`src/rtl/mem_access_pkg.sv`:
```
// Shared widths, ALU op codes and FSM encoding for the memory-access stage.
package mem_access_pkg;
    localparam int RegBus     = 32;
    localparam int RegAddrBus = 5;
    localparam int AluOpBus   = 8;

    localparam logic [AluOpBus-1:0] EXE_LB_OP  = 8'b1110_0000;
    localparam logic [AluOpBus-1:0] EXE_LH_OP  = 8'b1110_0001;
    localparam logic [AluOpBus-1:0] EXE_LW_OP  = 8'b1110_0011;
    localparam logic [AluOpBus-1:0] EXE_LBU_OP = 8'b1110_0100;
    localparam logic [AluOpBus-1:0] EXE_LHU_OP = 8'b1110_0101;
    localparam logic [AluOpBus-1:0] EXE_SB_OP  = 8'b1110_1000;
    localparam logic [AluOpBus-1:0] EXE_SH_OP  = 8'b1110_1001;
    localparam logic [AluOpBus-1:0] EXE_SW_OP  = 8'b1110_1011;
    localparam logic [AluOpBus-1:0] EXE_LL_OP  = 8'b1111_0000;
    localparam logic [AluOpBus-1:0] EXE_SC_OP  = 8'b1111_1000;

    typedef enum logic [1:0] {
        IDLE = 2'd0,
        BUSY = 2'd1,
        HOLD = 2'd2
    } state_t;
endpackage

```
`src/rtl/mem_access_align.sv`:
```
// Load/store decode, big-endian lane select, store replication, load extension.
// LL/SC decode is present only when MEM_LLSC_EN is defined.
module mem_align
    import mem_access_pkg::*;
(
    input  logic [AluOpBus-1:0] aluop,
    input  logic [1:0]          offset,
    input  logic [RegBus-1:0]   reg2,
    input  logic [RegBus-1:0]   rdata,
    output logic                is_mem,
    output logic                is_load,
    output logic                is_ll,
    output logic                is_sc,
    output logic                misaligned,
    output logic [3:0]          sel,
    output logic [RegBus-1:0]   store_data,
    output logic [RegBus-1:0]   load_data
);
    logic [7:0]  lane_b;
    logic [15:0] lane_h;

    // Offset 0 is the most significant lane, so shift by the complement.
    assign lane_b = 8'(rdata >> {~offset, 3'b000});
    assign lane_h = 16'(rdata >> {~offset[1], 4'b0000});

    always_comb begin
        is_mem     = 1'b1;
        is_load    = 1'b0;
        is_ll      = 1'b0;
        is_sc      = 1'b0;
        misaligned = 1'b0;
        sel        = 4'b0000;
        store_data = reg2;
        load_data  = rdata;
        case (aluop)
            EXE_LB_OP: begin
                is_load = 1'b1; sel = 4'b1000 >> offset;
                load_data = {{24{lane_b[7]}}, lane_b};
            end
            EXE_LBU_OP: begin
                is_load = 1'b1; sel = 4'b1000 >> offset;
                load_data = {24'b0, lane_b};
            end
            EXE_LH_OP: begin
                is_load = 1'b1; misaligned = offset[0];
                sel = offset[1] ? 4'b0011 : 4'b1100;
                load_data = {{16{lane_h[15]}}, lane_h};
            end
            EXE_LHU_OP: begin
                is_load = 1'b1; misaligned = offset[0];
                sel = offset[1] ? 4'b0011 : 4'b1100;
                load_data = {16'b0, lane_h};
            end
            EXE_LW_OP: begin
                is_load = 1'b1; misaligned = |offset; sel = 4'b1111;
            end
            EXE_SB_OP: begin
                sel = 4'b1000 >> offset; store_data = {4{reg2[7:0]}};
            end
            EXE_SH_OP: begin
                misaligned = offset[0]; sel = offset[1] ? 4'b0011 : 4'b1100;
                store_data = {2{reg2[15:0]}};
            end
            EXE_SW_OP: begin
                misaligned = |offset; sel = 4'b1111;
            end
`ifdef MEM_LLSC_EN
            EXE_LL_OP: begin
                is_load = 1'b1; is_ll = 1'b1; misaligned = |offset; sel = 4'b1111;
            end
            EXE_SC_OP: begin
                is_sc = 1'b1; misaligned = |offset; sel = 4'b1111;
            end
`endif
            default: is_mem = 1'b0;
        endcase
    end
endmodule

```
`src/rtl/mem_access.sv`:
```
// Memory-access stage: single-outstanding req/ack data-bus access with load alignment.
// Defining MEM_LLSC_EN adds LL/SC support backed by an llbit register.
module mem_access
    import mem_access_pkg::*;
(
    input  logic                  clk,
    input  logic                  rst,
    input  logic [5:0]            stall,
    input  logic [RegAddrBus-1:0] mem_wd_i,
    input  logic                  mem_wreg_i,
    input  logic [RegBus-1:0]     mem_wdata_i,
    input  logic                  mem_whilo_i,
    input  logic [RegBus-1:0]     mem_hi_i,
    input  logic [RegBus-1:0]     mem_lo_i,
    input  logic [AluOpBus-1:0]   mem_aluop_i,
    input  logic [RegBus-1:0]     mem_addr_i,
    input  logic [RegBus-1:0]     mem_reg2_i,
    output logic [RegAddrBus-1:0] mem_wd,
    output logic                  mem_wreg,
    output logic [RegBus-1:0]     mem_wdata,
    output logic                  mem_whilo,
    output logic [RegBus-1:0]     mem_hi,
    output logic [RegBus-1:0]     mem_lo,
    output logic                  stallreq,
    output logic                  bus_req,
    output logic                  bus_we,
    output logic [RegBus-1:0]     bus_addr,
    output logic [3:0]            bus_sel,
    output logic [RegBus-1:0]     bus_wdata,
    input  logic [RegBus-1:0]     bus_rdata,
    input  logic                  bus_ack
);
    state_t              state;
    logic                req_q, we_q;
    logic [3:0]          sel_q;
    logic [RegBus-1:0]   addr_q, wdata_q, rbuf;
    logic                is_mem, is_load, is_ll, is_sc, misaligned;
    logic [3:0]          sel;
    logic [RegBus-1:0]   store_data, load_data;
    logic                llbit, start;
    logic                unused_stall;

    assign unused_stall = ^{stall[5], stall[3:0]};

    mem_align u_align (
        .aluop      (mem_aluop_i),
        .offset     (mem_addr_i[1:0]),
        .reg2       (mem_reg2_i),
        .rdata      (rbuf),
        .is_mem     (is_mem),
        .is_load    (is_load),
        .is_ll      (is_ll),
        .is_sc      (is_sc),
        .misaligned (misaligned),
        .sel        (sel),
        .store_data (store_data),
        .load_data  (load_data)
    );

    // A failed SC behaves like a non-memory op: no bus access, result 0.
    assign start = (state == IDLE) && is_mem && !misaligned && !(is_sc && !llbit);

    always_ff @(posedge clk) begin
        if (rst) begin
            state   <= IDLE;
            req_q   <= 1'b0;
            we_q    <= 1'b0;
            sel_q   <= '0;
            addr_q  <= '0;
            wdata_q <= '0;
            rbuf    <= '0;
        end else begin
            case (state)
                IDLE: if (start) begin
                    state   <= BUSY;
                    req_q   <= 1'b1;
                    we_q    <= !is_load;
                    sel_q   <= sel;
                    addr_q  <= {mem_addr_i[31:2], 2'b00};
                    wdata_q <= is_load ? '0 : store_data;
                end
                BUSY: if (bus_ack) begin
                    state <= HOLD;
                    req_q <= 1'b0;
                    rbuf  <= bus_rdata;
                end
                HOLD: if (!stall[4]) state <= IDLE;
                default: state <= IDLE;
            endcase
        end
    end

`ifdef MEM_LLSC_EN
    always_ff @(posedge clk) begin
        if (rst)
            llbit <= 1'b0;
        else if (state == BUSY && bus_ack) begin
            if (is_ll)      llbit <= 1'b1;
            else if (is_sc) llbit <= 1'b0;
        end
    end
`else
    logic unused_ll;
    assign llbit     = 1'b0;
    assign unused_ll = is_ll;
`endif

    always_comb begin
        mem_wd    = '0;
        mem_wreg  = 1'b0;
        mem_wdata = '0;
        mem_whilo = 1'b0;
        mem_hi    = '0;
        mem_lo    = '0;
        stallreq  = 1'b0;
        bus_req   = 1'b0;
        bus_we    = 1'b0;
        bus_addr  = '0;
        bus_sel   = '0;
        bus_wdata = '0;
        if (!rst) begin
            mem_wd    = mem_wd_i;
            mem_wreg  = mem_wreg_i;
            mem_wdata = mem_wdata_i;
            mem_whilo = mem_whilo_i;
            mem_hi    = mem_hi_i;
            mem_lo    = mem_lo_i;
            // An SC that reached HOLD has succeeded; llbit was cleared on its ack.
            if (is_mem && misaligned)         mem_wreg  = 1'b0;
            else if (is_sc)                   mem_wdata = {31'b0, (state == HOLD) || llbit};
            else if (is_load && state == HOLD) mem_wdata = load_data;
            stallreq  = start || (state == BUSY);
            bus_req   = req_q;
            bus_we    = we_q;
            bus_addr  = addr_q;
            bus_sel   = sel_q;
            bus_wdata = wdata_q;
        end
    end
endmodule
```
`config.mk`:
```
export PLATFORM = sky130hd
export DESIGN_NAME = mem_access
export DESIGN_NICKNAME = d
export VERILOG_FILES = /design/src/rtl/mem_access_pkg.sv /design/src/rtl/mem_access_align.sv /design/src/rtl/mem_access.sv
export SDC_FILE = /design/constraint.sdc
export NUM_CORES = 1
export LEC_CHECK = 0
export CAP_MARGIN = 25
export CORE_AREA = 5 5 147 149
export CTS_CLUSTER_SIZE = 20
export DETAILED_ROUTE_END_ITERATION = 12
export DIE_AREA = 0 0 152 154
export PLACE_DENSITY = 0.71
export SYNTH_ARGS = -nofsm -noshare
export SYNTH_HDL_FRONTEND = slang
export SYNTH_HIERARCHICAL = 1
export SYNTH_SLANG_ARGS = --single-unit
```
`constraint.sdc`:
```
create_clock -name clk -period 4.6 [get_ports clk]
set_clock_uncertainty 0.05 [all_clocks]
set_input_delay 0.92 -clock clk [delete_from_list [all_inputs] [get_ports clk]]
set_output_delay 0.92 -clock clk [all_outputs]
set_load 0.01 [all_outputs]
```
==> results of run 1 <==
## worst register-to-register path: cells and delay by family (launching register included)
family | cells | cell delay (ns)
simple gates | 1 | 0.26
flops | 1 | 0.39
mux | 1 | 0.40
buf+inv | 1 | 0.37
## per-stage QoR
stage	hold WS (ns)	TNS, ns	std cells	setup slack (ns)
after floorplan	0.393	0	835	0.683
after global placement	0.415	-0.0193	1429	-0.0147
after detailed placement	0.426	-0.0602	1429	-0.0292
after CTS	0.433	0	1445	0.0107
after global routing	0.475	0	1446	0.0214
final	0.430	0	1448	0.117
## sequential cells by signal, indices dropped and copies added (netlist names)
register,flops
addr_q,30
rbuf,32
req_q,1
sel_q,4
state,2
wdata_q,32
we_q,1
## final cells by class
class | count | area share [%]
multi-input combinational | 621 | 38.7
timing repair buffer | 417 | 36.9
sequential | 102 | 18.0
tap | 270 | 2.98
clock buffer | 9 | 1.99
clock inverter | 7 | 0.684
inverter | 19 | 0.629
antenna | 3 | 0.0662
## repair_timing
item / in CTS / in global routing
hold buffers: 0 / 0
endpoints found under the setup margin: 4 / 33
gates resized for setup: 1 / 23
## metal layers
layer	vias to the layer above	share of wire (%)	global-route usage (%)
met1	3346	40	25.9
met3	36	9.0	7.03
met5	-	0.042	0
met2	305	48	35.3
li1	3532	-	-
met4	2	2.4	7.15
## path summary, 6_finish.rpt
path              cells past startpoint            from  slack (ns)      endpoint
setup reg to reg                      3        state[1]        3.03     addr_q[6]
hold / removal                        2         rbuf[4]        0.43       rbuf[4]
hold reg to reg                       2         rbuf[4]        0.43       rbuf[4]
setup / recovery                      9  mem_aluop_i[6]        0.12  mem_wdata[0]
## power by group through the flow
stage	clock (mW)	sequential (mW)	combinational, mW
detailed placement	0	0.911	0.483
global route	0.832	0.891	0.519
finish	0.766	0.890	0.483
CTS	0.795	0.890	0.487
global placement	0	0.911	0.481
floorplan	0	0.910	0.184
==> impl_metrics.env, run 1 <==
export IMPL_run_status="completed"
export IMPL_syn_inst=834
export IMPL_syn_area_per_cell_um2=8.35
export IMPL_postPlaceCellArea_um2=11000
export IMPL_cell_internal_pwr_mw=1.58
export IMPL_grt_use_total_pct=21.2
export IMPL_drc=0
export IMPL_dp_hpwl_mm=20.1
export IMPL_vdd_ir_drop_worst_mv=0.132
export IMPL_critPathMaxStageDelay_ns=0.51
export IMPL_fin_crit_ns=4.48
export IMPL_clockRootBuffer="clkbuf_16"
export IMPL_utilization_pct=56.6
export IMPL_postRouteAntennaNets=0
export IMPL_cp_required_ns=3.63
export IMPL_end_kind="primary output"
export IMPL_timing_final_crit_share_pct=97.5
export IMPL_num_rows=52
export IMPL_drt_iter0_markers=326
export IMPL_wl_mm=26.2
export IMPL_maxClockFrequency_mhz=223
export IMPL_multiInputGateArea_um2=4390
export IMPL_crit_top_cell="clkdlybuf4s50_1"
export IMPL_cp_arrival_ns=3.51
export IMPL_tightest_slew_ns=0.795
export IMPL_p_comb_share_pct=22.6
export IMPL_numCtsBuffers=9
export IMPL_critPathMaxFanout=32
export IMPL_power_leakage_nw=4.31
export IMPL_antenna_found_initial=3
export IMPL_drive_above_1_share_pct=13.1
export IMPL_grt_max_degree=109
export IMPL_setup_viol=0
export IMPL_drt_pass1_iterations=5
export IMPL_numClockSinks=102
export IMPL_drv_slew=0
export IMPL_clock_latency_ns=0.35
export IMPL_path_buf_inv=3
export IMPL_syn_area_um2=6960
export IMPL_post_cts_setup_buffers=0
export IMPL_overflow=0
export IMPL_clk_pin_slew_ns=0.07
export IMPL_grt_pass1_vias=6982
export IMPL_worstHoldPathType="reg -> reg"
export IMPL_slowest_stage="clkdlybuf4s50_1"
export IMPL_die_area_um2=23400
export IMPL_startpoint_type="input pin"
export IMPL_critical_path_class="in -> out"
export IMPL_clock_path_buffers=2
export IMPL_fin_area_um2=11300
export IMPL_path_cells="clkdlybuf4s50_1, nand4b_4, or3_1, a21oi_2, and3b_1, buf_12, o21ai_0, a32o_1, clkdlybuf4s50_1"
export IMPL_max_slew_margin_pct=47.0
export IMPL_io_pins=390
export IMPL_ys_warn_count=6
export IMPL_start_util_pct=34.7
export IMPL_fillers=1904
export IMPL_gp_congestion=0.858
export IMPL_viasPerCell=4.99
export IMPL_cts_tree="yes"
export IMPL_power_switching_uw=560
export IMPL_htreeDepth=3
export IMPL_final_seq_area_um2=2040
export IMPL_hold_viol_final=0
export IMPL_port_buffers=382
export IMPL_swShare_pct=26.2
export IMPL_seq_power_share_pct=41.6
export IMPL_final_cell_mix="clkdlybuf4s50_1 (365), nor2b_1 (173), dfxtp_1 (102), mux2_2 (84), nand2_1 (76)"
export IMPL_crit_family="buffers and inverters"
export IMPL_wl_per_cell_um=18.1
export IMPL_rsz0062_at_grt="false"
export IMPL_coreArea_um2=20000
export IMPL_power_density_nw_per_um2=189
export IMPL_die_w_um=152
export IMPL_grt_pass1_wl_mm=40.2
export IMPL_vias=7221
export IMPL_clock_power_share_pct=35.8
export IMPL_max_cap_viol_count=0
export IMPL_p_total_mw=2.14
export IMPL_nNetsFinal=1386
export IMPL_layout_commonest_cell="clkdlybuf4s50_1"
export IMPL_die_h_um=154
export IMPL_syn2layout_area_growth_pct=62.8
(Power assumes the default switching activity.)
==> run 2: changes to the inputs <==
--- a/config.mk
+++ b/config.mk
@@ -5,6 +5,7 @@
 export SDC_FILE = /design/constraint.sdc
 export NUM_CORES = 1
 export LEC_CHECK = 0
+export ABC_AREA = 1
 export CAP_MARGIN = 25
 export CORE_AREA = 5 5 147 149
 export CTS_CLUSTER_SIZE = 20
==> impl_metrics.env, run 2 <==
export IMPL_setup_viol=0
export IMPL_port_buffers=382
export IMPL_critPathMaxStageDelay_ns=0.55
export IMPL_num_rows=52
export IMPL_worstHoldPathType="reg -> reg"
export IMPL_path_cells="clkdlybuf4s50_1, inv_1, nand2_2, inv_4, o211ai_1, nand4_1, nand2_1, nand2_1, nor2_1, buf_12, o21ai_0, nor2_1, clkdlybuf4s50_1"
export IMPL_clk_pin_slew_ns=0.07
export IMPL_overflow=0
export IMPL_clock_latency_ns=0.35
export IMPL_end_kind="primary output"
export IMPL_coreArea_um2=20000
export IMPL_drt_iter0_markers=682
export IMPL_nNetsFinal=1775
export IMPL_final_cell_mix="clkdlybuf4s50_1 (380), nor2_1 (321), nand2_1 (239), inv_1 (186), nand3_1 (138)"
export IMPL_vdd_ir_drop_worst_mv=0.159
export IMPL_die_area_um2=23400
export IMPL_startpoint_type="input pin"
export IMPL_rsz0062_at_grt="false"
export IMPL_largestRegisters="rbuf: 32 flops, wdata_q: 32 flops, addr_q: 30 flops"
export IMPL_max_slew_margin_pct=38.0
export IMPL_tightest_slew_ns=0.930
export IMPL_start_util_pct=35.2
export IMPL_clock_path_buffers=2
export IMPL_power_leakage_nw=5.10
export IMPL_die_w_um=152
export IMPL_critical_path_class="in -> out"
export IMPL_viasPerCell=4.66
export IMPL_io_pins=390
export IMPL_drc=0
export IMPL_fillers=2097
export IMPL_syn_inst=1222
export IMPL_ys_warn_count=6
export IMPL_cp_required_ns=3.63
export IMPL_numClockSinks=102
export IMPL_vias=8562
export IMPL_syn_area_um2=7050
export IMPL_htreeDepth=3
export IMPL_drive_above_1_share_pct=4.86
export IMPL_setup_tns_final_ns=0
export IMPL_slowest_stage="clkdlybuf4s50_1"
export IMPL_dp_hpwl_mm=21.5
export IMPL_gp_congestion=0.956
export IMPL_drv_slew=0
export IMPL_grt_max_degree=85
export IMPL_postRouteAntennaNets=0
export IMPL_critPathMaxFanout=32
export IMPL_clockRootBuffer="clkbuf_16"
export IMPL_wl_mm=27.8
export IMPL_die_h_um=154
export IMPL_cts_tree="yes"
export IMPL_layout_commonest_cell="clkdlybuf4s50_1"
export IMPL_numCtsBuffers=9
export IMPL_wl_per_cell_um=15.2
export IMPL_antenna_found_initial=3
export IMPL_drt_pass1_iterations=5
export IMPL_power_density_nw_per_um2=194
export IMPL_timing_final_crit_share_pct=95.8
export IMPL_grt_pass1_wl_mm=42.7
export IMPL_max_cap_viol_count=0
export IMPL_maxClockFrequency_mhz=227
export IMPL_setup_ws_ns=0.195
export IMPL_fin_crit_ns=4.40
export IMPL_syn2layout_area_growth_pct=59.7
export IMPL_pre_cts_ws_ns=0.107
export IMPL_grt_pass1_vias=7746
export IMPL_syn_area_per_cell_um2=5.77
export IMPL_hold_viol_final=0
export IMPL_grt_use_total_pct=22.4
export IMPL_run_status="completed"
export IMPL_cp_arrival_ns=3.43
==> run 2: final timing paths <==
check / start / end / slack [ns] / depth (start not counted)
setup reg to reg: state[1] / wdata_q[20] / 2.82 / 5
hold / removal: sel_q[3] / sel_q[3] / 0.43 / 2
hold reg to reg: sel_q[3] / sel_q[3] / 0.43 / 2
setup / recovery: mem_aluop_i[1] / mem_wdata[18] / 0.20 / 13
==> run 2: area by class of cell <==
type                            instances  area (µm²)  area share [%]
Antenna cell                            3        7.51          0.0667
Clock buffer                           10         229            2.04
Clock inverter                          6        76.3           0.678
Inverter                              192         723            6.43
Multi-Input combinational cell        842        3710            33.0
Sequential cell                       102        2040            18.1
Tap cell                              270         338            3.00
Timing Repair Buffer                  412        4120            36.6
==> run 2: per-stage QoR <==
stage	util [%]	power, mW	instances	instance area (µm²)	hold slack (ns)
after floorplan	-	1.10	1223	7050	0.399
after global placement	54.2	1.40	1815	10900	0.415
after detailed placement	54.2	1.41	1815	10900	0.419
after CTS	55.8	2.22	1831	11200	0.429
after global routing	56.1	2.29	1837	11300	0.449
final	56.1	2.19	1837	11300	0.426
==> run 2: per-layer routing <==
layer,vias to the layer above,wire length [µm],global-route usage (%)
met4,0,676,7.49
met1,3804,11500,28.0
met2,336,13900,38.9
met5,-,0,0
li1,4382,-,-
met3,40,1710,4.08
==> run 2: what timing repair did <==
action,4_1_cts,5_1_grt
gates resized for setup,0,2
hold buffers,0,0
endpoints found under the setup margin,0,32
setup buffers,0,1
==> run 2: power breakdown <==
group / switching (mW) / internal [mW] / total (mW) / leakage [nW]
Clock: 0.368 / 0.433 / 0.801 / 0.150
Sequential: 0.00319 / 0.891 / 0.894 / 0.822
Combinational: 0.202 / 0.290 / 0.492 / 4.13
Total: 0.574 / 1.61 / 2.19 / 5.10
==> run 2: worst max-delay path, delay by kind of cell <==
| kind | cells | cell delay, ns |
|---|---|---|
| compound gates | 2 | 0.23 |
| buf+inv | 5 | 1.38 |
| simple gates | 6 | 0.88 |
==> run 3: changes to the inputs <==
--- a/config.mk
+++ b/config.mk
@@ -7,11 +7,12 @@
 export LEC_CHECK = 0
 export ABC_AREA = 1
 export CAP_MARGIN = 25
-export CORE_AREA = 5 5 147 149
+export CORE_AREA = 5 5 150 152
 export CTS_CLUSTER_SIZE = 20
 export DETAILED_ROUTE_END_ITERATION = 12
-export DIE_AREA = 0 0 152 154
-export PLACE_DENSITY = 0.71
+export DIE_AREA = 0 0 155 157
+export DONT_BUFFER_PORTS = 1
+export PLACE_DENSITY = 0.45
 export SYNTH_ARGS = -nofsm -noshare
 export SYNTH_HDL_FRONTEND = slang
 export SYNTH_HIERARCHICAL = 1
==> constraint.sdc (replaced) <==
create_clock -name clk -period 4.6 [get_ports clk]
set_clock_uncertainty 0.05 [all_clocks]
set_input_delay 0.92 -clock clk [delete_from_list [all_inputs] [get_ports clk]]
set_output_delay 0.92 -clock clk [all_outputs]
set_load 0.1 [all_outputs]
==> impl_metrics.env, run 3 (synthesis results as in run 2) <==
export IMPL_run_status="completed"
export IMPL_layout_commonest_cell="nand2_1"
export IMPL_post_cts_setup_buffers=0
export IMPL_path_buf_inv=3
export IMPL_antenna_found_initial=1
export IMPL_hold_viol_final=0
export IMPL_drt_pass1_iterations=5
export IMPL_path_cells="inv_1, nand2_2, nor2_4, nand3_2, nand4_1, nand2_1, nand4_1, buf_4, o21ai_0, nor2_2, buf_12"
export IMPL_clock_latency_ns=0.35
export IMPL_seq_power_share_pct=38.8
export IMPL_setup_tns_final_ns=0
export IMPL_grt_pass1_wl_mm=40.4
export IMPL_grt_max_degree=175
export IMPL_critical_path_class="in -> out"
export IMPL_drive_above_1_share_pct=24.2
export IMPL_dp_hpwl_mm=20.4
export IMPL_num_rows=53
export IMPL_numClockSinks=102
export IMPL_setup_ws_ns=0.476
export IMPL_gp_congestion=0.780
export IMPL_ctsHoldBuffers=0
export IMPL_grt_pass1_vias=7089
export IMPL_holdPathEnd="addr_q[31]"
export IMPL_fin_crit_ns=4.12
export IMPL_p_comb_share_pct=27.6
export IMPL_pre_cts_ws_ns=0.443
export IMPL_crit_top_cell="nand4_1"
export IMPL_largestRegisters="rbuf: 32 flops, wdata_q: 32 flops, addr_q: 30 flops"
export IMPL_clock_path_buffers=2
export IMPL_die_h_um=157
export IMPL_timing_final_crit_share_pct=89.7
export IMPL_vias=7507
export IMPL_vdd_ir_drop_worst_mv=0.152
export IMPL_drt_iter0_markers=597
export IMPL_cts_resized=0
export IMPL_swShare_pct=38.8
export IMPL_cp_required_ns=3.63
export IMPL_worstHoldPathType="reg -> reg"
export IMPL_drv_slew=0
export IMPL_power_leakage_nw=4.42
export IMPL_rrSetupSlack_ns=2.80
export IMPL_critPathMaxFanout=32
export IMPL_clock_power_share_pct=33.5
export IMPL_cp_arrival_ns=3.15
export IMPL_coreArea_um2=20900
export IMPL_hp_start="addr_q[31]"
export IMPL_critPathMaxStageDelay_ns=0.33
export IMPL_grt_use_total_pct=21.0
export IMPL_wl_mm=27.2
export IMPL_die_w_um=155
export IMPL_r2r_start="state[1]"
export IMPL_overflow=0
export IMPL_htreeDepth=3
export IMPL_r2r_cells=5
export IMPL_postRouteAntennaNets=0
export IMPL_final_cell_mix="nand2_1 (239), inv_1 (186), nor2_2 (170), nor2_1 (152), nand3_1 (138)"
export IMPL_nNetsFinal=1504
export IMPL_setup_viol=0
export IMPL_viasPerCell=4.78
export IMPL_utilization_pct=47.0
export IMPL_maxClockFrequency_mhz=242
export IMPL_rr_endpoint="wdata_q[2]"
export IMPL_cts_tree="yes"
export IMPL_cell_internal_pwr_mw=1.41
export IMPL_p_total_mw=2.30
export IMPL_max_slew_margin_pct=25.3
export IMPL_wl_per_cell_um=17.3
export IMPL_io_pins=390
export IMPL_max_cap_viol_count=0
export IMPL_fin_cells=1569
export IMPL_power_switching_uw=892
export IMPL_port_buffers=0
export IMPL_slowest_stage="nor2_4"
export IMPL_dp_cells=1525
export IMPL_rsz0062_at_grt="false"
export IMPL_startpoint_type="input pin"
export IMPL_syn2layout_area_growth_pct=39.4
export IMPL_start_util_pct=33.7
export IMPL_holdPathStages=2
export IMPL_crit_family="simple AND/OR/NAND/NOR gates"
export IMPL_clk_pin_slew_ns=0.07
export IMPL_power_density_nw_per_um2=234
export IMPL_numCtsBuffers=9
export IMPL_drc=0
export IMPL_end_kind="primary output"
export IMPL_die_area_um2=24300
export IMPL_tightest_slew_ns=1.12
export IMPL_clockRootBuffer="clkbuf_16"
-- run 3: cell types whose count changed in the layout (fill, tap and decap cells not counted), moves of 2 or more --
cell             before  now
clkbuf_16             9   12
nor2_1              321  152
clkinvlp_4            0    2
buf_4                25   15
buf_6                 2    0
buf_12                2   33
diode_2               3    1
buf_16                2   46
clkbuf_1              1   20
nor2_2                1  170
buf_1                 0   24
clkdlybuf4s50_1     380    0
-- run 3: power by group through the flow --
| stage | registers (mW) | clock network, mW | logic (mW) |
|---|---|---|---|
| after CTS | 0.894 | 0.804 | 0.636 |
| after global placement | 0.914 | 0 | 0.597 |
| after detailed placement | 0.915 | 0 | 0.636 |
| final | 0.894 | 0.771 | 0.635 |
| after global routing | 0.895 | 0.831 | 0.662 |
| after floorplan | 0.914 | 0 | 0.525 |
-- run 3: stage by stage --
step / hold WS (ns) / area, µm²
6_report: 0.428 / 9820
2_1_floorplan: 0.399 / 7050
5_1_grt: 0.454 / 9820
4_1_cts: 0.431 / 9560
3_5_place_dp: 0.419 / 9270
3_3_place_gp: 0.415 / 8020
-- run 3: how the worst max path moves through the flow --
stage / from / to / slack [ns] / cells after the start
finish: mem_aluop_i[4] / mem_wdata[31] / 0.48 / 11
detailed placement: mem_aluop_i[4] / mem_wdata[31] / 0.44 / 11
global route: mem_aluop_i[4] / mem_wdata[31] / 0.24 / 11
CTS: mem_aluop_i[4] / mem_wdata[31] / 0.43 / 11
global placement: mem_aluop_i[4] / mem_wdata[31] / 0.45 / 11
floorplan: mem_aluop_i[4] / mem_wdata[29] / 0.03 / 12
-- run 3: area by class of cell --
class | instances | area, µm²
Tap cell | 275 | 344
Clock inverter | 7 | 63.8
Antenna cell | 1 | 2.50
Clock buffer | 9 | 225
Timing Repair Buffer | 141 | 2280
Fill cell | 2163 | 11100
Multi-Input combinational cell | 842 | 4140
Sequential cell | 102 | 2040
Inverter | 192 | 723
-- run 3: metal layers --
layer | vias to the layer above | global-route usage, % | share of wire [%]
met5 | - | 0 | 0
met4 | 0 | 4.71 | 1.2
met3 | 20 | 5.14 | 7.1
met2 | 246 | 35.7 | 49
met1 | 3407 | 27.0 | 42
li1 | 3834 | - | -
-- run 3: worst min-delay path, stage by stage, from the launching register on --
cell     delay [ns]
dfxtp_1        0.30
nand2_1        0.07
a21oi_1        0.06
